### src/rtl/rpm_gauge_engine.sv
// Engine level keeper with gear-derived limit, rev-limiter decay after a downshift,
// and registered LED bar / blinking RGB stage indicator for the 1 kHz tick domain.
module rpm_gauge_engine #(
    parameter int LEVEL_W      = 4,
    parameter int NUM_GEARS    = 5,
    parameter int GEAR_W       = 3,
    parameter int GEAR_STEP    = 3,
    parameter int BAR_SEGS     = 8,
    parameter int DECAY_CYCLES = 200,
    parameter int BLINK_CYCLES = 250
) (
    input  logic                clk,
    input  logic                rst,
    input  logic                accel_pulse,
    input  logic                decel_pulse,
    input  logic [GEAR_W-1:0]   gear,
    output logic [LEVEL_W-1:0]  speed_level,
    output logic [LEVEL_W-1:0]  max_level,
    output logic                limiting,
    output logic [1:0]          stage,
    output logic [2:0]          rgb,
    output logic [BAR_SEGS-1:0] bar
);

    localparam int LEVEL_MAX = (2 ** LEVEL_W) - 1;
    localparam int PROD_W    = LEVEL_W + $clog2(BAR_SEGS) + 1;
    localparam int DECAY_W   = (DECAY_CYCLES > 1) ? $clog2(DECAY_CYCLES) : 1;
    localparam int BLINK_W   = (BLINK_CYCLES > 1) ? $clog2(BLINK_CYCLES) : 1;

    localparam logic [2:0] RGB_GREEN  = 3'b010;
    localparam logic [2:0] RGB_YELLOW = 3'b110;
    localparam logic [2:0] RGB_RED    = 3'b100;
    localparam logic [2:0] RGB_OFF    = 3'b000;

    typedef enum logic {
        RUN   = 1'b0,
        DECAY = 1'b1
    } fsm_t;

    typedef enum logic [1:0] {
        NORMAL  = 2'd0,
        CAUTION = 2'd1,
        DANGER  = 2'd2
    } stage_t;

    fsm_t                 state;
    fsm_t                 state_next;
    stage_t               stage_q;
    stage_t               stage_next;
    logic [LEVEL_W-1:0]   speed_next;
    logic [LEVEL_W-1:0]   max_next;
    logic [DECAY_W-1:0]   decay_cnt;
    logic [DECAY_W-1:0]   decay_cnt_next;
    logic [BLINK_W-1:0]   blink_cnt;
    logic [BLINK_W-1:0]   blink_cnt_next;
    logic                 blink_on;
    logic                 blink_on_next;
    logic [2:0]           rgb_next;
    logic [BAR_SEGS-1:0]  bar_next;
    logic [LEVEL_W-1:0]   half_max;
    logic [PROD_W-1:0]    speed_scaled;
    logic [PROD_W-1:0]    seg_thresh;
    int                   gear_eff;
    int                   limit_raw;

    // Gear limit: out-of-range gears saturate to the top gear, result saturates to the level range.
    always_comb begin
        gear_eff  = (int'(gear) > NUM_GEARS) ? NUM_GEARS : int'(gear);
        limit_raw = gear_eff * GEAR_STEP;
        if (limit_raw > LEVEL_MAX) begin
            limit_raw = LEVEL_MAX;
        end
        max_next = LEVEL_W'(limit_raw);
    end

    always_ff @(posedge clk or negedge rst) begin
        if (!rst) begin
            state <= RUN;
        end else begin
            state <= state_next;
        end
    end

    // In DECAY a manual decel takes effect at once and restarts the automatic drop interval.
    always_comb begin
        state_next     = state;
        speed_next     = speed_level;
        decay_cnt_next = decay_cnt;
        case (state)
            RUN: begin
                decay_cnt_next = '0;
                if (accel_pulse && !decel_pulse && (speed_level < max_level)) begin
                    speed_next = speed_level + 1'b1;
                end else if (decel_pulse && !accel_pulse && (speed_level != '0)) begin
                    speed_next = speed_level - 1'b1;
                end
                if (speed_level > max_level) begin
                    state_next = DECAY;
                end
            end
            DECAY: begin
                if (decel_pulse) begin
                    decay_cnt_next = '0;
                    if (speed_level != '0) begin
                        speed_next = speed_level - 1'b1;
                    end
                end else if (speed_level > max_level) begin
                    if (decay_cnt == DECAY_W'(DECAY_CYCLES - 1)) begin
                        decay_cnt_next = '0;
                        speed_next     = speed_level - 1'b1;
                    end else begin
                        decay_cnt_next = decay_cnt + 1'b1;
                    end
                end
                if (speed_level <= max_level) begin
                    state_next     = RUN;
                    decay_cnt_next = '0;
                end
            end
            default: begin
                state_next     = RUN;
                decay_cnt_next = '0;
            end
        endcase
    end

    always_comb begin
        half_max = max_level >> 1;
        if ((state == DECAY) ||
            ((max_level != '0) && (speed_level >= max_level) && (speed_level != '0))) begin
            stage_next = DANGER;
        end else if ((speed_level >= half_max) && (speed_level != '0)) begin
            stage_next = CAUTION;
        end else begin
            stage_next = NORMAL;
        end
    end

    // Blink phase restarts lit on every entry into DANGER so the first red period is always full.
    always_comb begin
        blink_cnt_next = '0;
        blink_on_next  = 1'b0;
        rgb_next       = RGB_GREEN;
        if (stage_next == DANGER) begin
            if (stage_q != DANGER) begin
                blink_on_next = 1'b1;
            end else if (blink_cnt == BLINK_W'(BLINK_CYCLES - 1)) begin
                blink_on_next = !blink_on;
            end else begin
                blink_cnt_next = blink_cnt + 1'b1;
                blink_on_next  = blink_on;
            end
            rgb_next = blink_on_next ? RGB_RED : RGB_OFF;
        end else if (stage_next == CAUTION) begin
            rgb_next = RGB_YELLOW;
        end
    end

    // Thermometer compare done at widened precision so speed*BAR_SEGS never truncates.
    always_comb begin
        bar_next     = '0;
        speed_scaled = PROD_W'(speed_level) * PROD_W'(BAR_SEGS);
        seg_thresh   = '0;
        if (max_level == '0) begin
            bar_next = (speed_level != '0) ? '1 : '0;
        end else if (speed_level >= max_level) begin
            bar_next = '1;
        end else begin
            for (int i = 0; i < BAR_SEGS; i++) begin
                seg_thresh  = PROD_W'(i + 1) * PROD_W'(max_level);
                bar_next[i] = (speed_scaled >= seg_thresh);
            end
        end
    end

    always_ff @(posedge clk or negedge rst) begin
        if (!rst) begin
            speed_level <= '0;
            max_level   <= '0;
            limiting    <= 1'b0;
            decay_cnt   <= '0;
            stage_q     <= NORMAL;
            blink_cnt   <= '0;
            blink_on    <= 1'b0;
            rgb         <= RGB_GREEN;
            bar         <= '0;
        end else begin
            speed_level <= speed_next;
            max_level   <= max_next;
            limiting    <= (state_next == DECAY);
            decay_cnt   <= decay_cnt_next;
            stage_q     <= stage_next;
            blink_cnt   <= blink_cnt_next;
            blink_on    <= blink_on_next;
            rgb         <= rgb_next;
            bar         <= bar_next;
        end
    end

    assign stage = stage_q;

endmodule
### config.mk
export PLATFORM = sky130hd
export DESIGN_NAME = rpm_gauge_engine
export DESIGN_NICKNAME = d
export VERILOG_FILES = /design/src/rtl/rpm_gauge_engine.sv
export SDC_FILE = /design/constraint.sdc
export NUM_CORES = 1
export LEC_CHECK = 0
export ABC_AREA = 1
export BUFFER_PORTS_ARGS = -buffer_cell sky130_fd_sc_hd__buf_2
export CAP_MARGIN = 20
export CORE_MARGIN = 2
export CORE_UTILIZATION = 60
export DETAILED_ROUTE_END_ITERATION = 8
export GPL_TIMING_DRIVEN = 0
export PLACE_DENSITY = 0.79
export SKIP_CTS_REPAIR_TIMING = 1
export SLEW_MARGIN = 10
export SYNTH_ARGS = -nofsm -noshare
export SYNTH_HDL_FRONTEND = slang
export SYNTH_SLANG_ARGS = --single-unit
export TNS_END_PERCENT = 5
### constraint.sdc
create_clock -name clk -period 2.8 [get_ports clk]
set_input_delay 0.56 -clock clk [delete_from_list [all_inputs] [get_ports clk]]
set_output_delay 0.56 -clock clk [all_outputs]
set_load 0.1 [all_outputs]
==> metrics.md <==
| Metric | Value |
|---|---|
| Post-synth top cells | 59 x nand2_1, 48 x ha_1, 45 x inv_1, 41 x nor2_1, 37 x dfrtp_1 |
| Drt drc | 0 |
| Die area | 5670 um2 |
| Final min period | 2760 ps |
| WS Path Type | flip-flop to flip-flop |
| Vias in the first global route | 2247 |
| Global-route wire length before repair | 9.88 mm |
| Synthesis-stage register bit count | 38 |
| Core Region | 4820 um2 |
| Synth Area in Compound Gates | 7.10% |
| Hpwl dp | 4.38 mm |
| Comb pwr share | 67.5% |
| Pin count of the biggest net entering global routing | 39 |
| HP Class | input pin to asynchronous set/reset pin |
| Clock power share | 10.0% |
| Measured slew at the worst slew-check pin | 813 ps |
| Clock-pin slew on the worst setup and hold paths | 70 ps |
| Root buf cell | clkbuf_8 |
| Fin Hold WS | 363 ps |
| Total power | 0.00388 W |
| Initial Util | 63.3% |
| Final slew viol count | 0 |
| Post-DR wirelength/cell | 12.8 um |
| IO Count | 29 |
| Total GRT Usage | 22.4% |
| Diodes inserted | 0 |
| Number of max-cap violations | 0 |
| Relative slew slack | 45.8% |
| Synth Area in XOR/XNOR | 4.02% |
| Sequential area share after synthesis | 31.2% |
| Worst setup EP type | flip-flop |
| # setup viols final | 0 |
| First-pass DRT Iterations | 4 |
| Gpl congestion | 0.873 |
| Synth top area share | 30.4% |
| TritonCTS buffer count | 5 |
| Critical path required time | 2970 ps |
| Hold Violations, Final | 0 |
| Port Buf Inserts | 27 |
| Final nets | 460 |
| Switching Fraction | 58.6% |
| Adder-cell share of the synthesized area | 24.3% |
| Final period util | 98.7% |
| Setup Skew | 5.40 ps |
| Layout cells sized above 1 | 19.8% |
| Critical Path Fanout Max | 9 |
| Syn Inst Count | 357 |
| Worst skew pair latency | 290 ps |
| Area Overhead vs Synth | 12.8% |
| Crit path DAT | 2930 ps |
| Maximum VDD drop | 822 uV |
| Total gr overflow | 0 |
| Post-synthesis async set-or-reset flop share | 100% |
| P_leak | 1.81 nW |
| Largest family of logic cells by synthesized area | simple AND/OR/NAND/NOR gates |
| Synth unique cells | 39 |
| Part of the power in registers | 22.6% |
| Primary FF master, synth | dfrtp_1 |
| Setup crit start kind | flip-flop |
| 1st-iter DRT viols | 85 |
| Die X | 75.3 um |
| PD cells | 1130 nW/um2 |
| P_sw | 0.00227 W |
| Synth Area per Inst | 8.54 um2 |
| Row cnt | 25 |
| Routed vias | 2457 |
| Yosys Warn Count | 0 |
| Syn Std Cell Area | 3050 um2 |
| RSZ-0062 raised after global routing | yes |
| CTS tree | done |
| Max clock buf depth | 2 |
| Area leader, netlist | dfrtp_1 |
| Simple-Gate Fraction of Synth Area | 26.2% |
| Initial antenna violation count | 0 |
| Post-synthesis mux area share | 0% |
| Die height | 75.3 um |
| P_int | 0.00161 W |
| Syn Nets | 419 |
| Vias per cell | 5.27 |
| Top post-synthesis cells by area | dfrtp_1 30%, ha_1 20%, nand2_1 7.3% |
| EDFF count, synth | 0 |
| CTS HTree Levels | 2 |
| Total Wirelength | 5.98 mm |
| Sinks on Clock Net | 38 |
| Most common cell in the netlist | nand2_1 |
| Max Freq | 0.362 GHz |
| Outcome | complete, no violations |
| Antenna violation net count after detailed routing | 0 |
## placed cells by master (no fill, tap or decap), types with 3 or more instances in the layout
cell type / n
nand3b_1: 4
dfrtp_1: 33
ha_1: 48
dfrtp_4: 3
fa_1: 5
buf_4: 8
nand2_1: 59
buf_2: 27
inv_1: 45
nand3_2: 3
clkbuf_8: 6
o21ai_0: 14
nor2_1: 41
xnor2_1: 4
xor2_1: 10
nand3_1: 21
nand2_2: 7
a21oi_1: 11
nand4_1: 13
nor2_2: 3
## sequential cells by signal, indices dropped and copies added (netlist names)
register	cells
bar	8
blink_cnt	8
decay_cnt	8
max_level	4
speed_level	4
rgb	2
stage	2
blink_on	1
limiting	1
## power groups by stage
| stage | Clock (W) | Combinational (W) | Sequential [W] |
|---|---|---|---|
| after floorplan | 0 | 0.00123 | 0.00174 |
| after global placement | 0 | 0.00249 | 0.000882 |
| after detailed placement | 0 | 0.00256 | 0.000886 |
| after CTS | 0.000396 | 0.00257 | 0.000875 |
| after global routing | 0.000421 | 0.00289 | 0.000898 |
| final | 0.000386 | 0.00261 | 0.000875 |
## critical path: stages, from the launching register on
cell and delay (ps):
dfrtp_4 540, inv_1 290, ha_1 360, a21oi_1 220, nand2_1 110, xor2_1 250, ha_1 280, nand2_1 70
o21a_1 110, o21ai_0 110, o21ai_0 210, nand2_1 70
## cell families after synthesis
logic type               Yosys count
AO/OA/AOI/OAI                     35
flip-flops                        38
adder cells (fa/ha/maj)           55
other                              1
XOR/XNOR                          14
AND/OR/NAND/NOR                  162
buffers and inverters             52
## path summary, 6_finish.rpt
path,from,to,slack (ps),depth (start not counted)
min in group clk,decay_cnt[0]$_DFF_PN0_,decay_cnt[0]$_DFF_PN0_,470,1
min reg2reg,decay_cnt[0]$_DFF_PN0_,decay_cnt[0]$_DFF_PN0_,470,1
max in group asynchronous,rst,max_level[2]$_DFF_PN0_,1830,1
max,max_level[2]$_DFF_PN0_,bar[5]$_DFF_PN0_,40,11
min,rst,bar[4]$_DFF_PN0_,360,1
max reg2reg,max_level[2]$_DFF_PN0_,bar[5]$_DFF_PN0_,40,11
## through the flow
stage	TNS [ps]	std cells	instance area (um2)	util, %	setup slack, ps
after floorplan	0	357	3060	-	32.6
after global placement	0	451	3280	68.1	9.49
after detailed placement	-8.01	451	3280	68.1	-8.01
after CTS	-19.0	459	3380	70.1	-19.0
after global routing	-205	466	3440	71.4	-91.0
final	0	466	3440	71.4	37.5
## cell type report
| cell class | instances | area (um2) |
|---|---|---|
| Clock buffer | 6 | 82.6 |
| Tap cell | 67 | 83.8 |
| Buffer | 4 | 33.8 |
| Clock inverter | 2 | 12.5 |
| Timing Repair Buffer | 34 | 188 |
| Multi-Input combinational cell | 267 | 1890 |
| Fill cell | 404 | 1380 |
| Sequential cell | 38 | 965 |
| Inverter | 48 | 183 |
## per-layer routing
metal	routed length, um	track usage [%]	up-vias
li1	-	-	1247
met1	2770	30.7	1159
met2	2920	36.4	42
met3	227	4.89	9
met4	57	5.65	0
met5	0	0	-
Note: power is estimated with default switching activity, not from simulation.
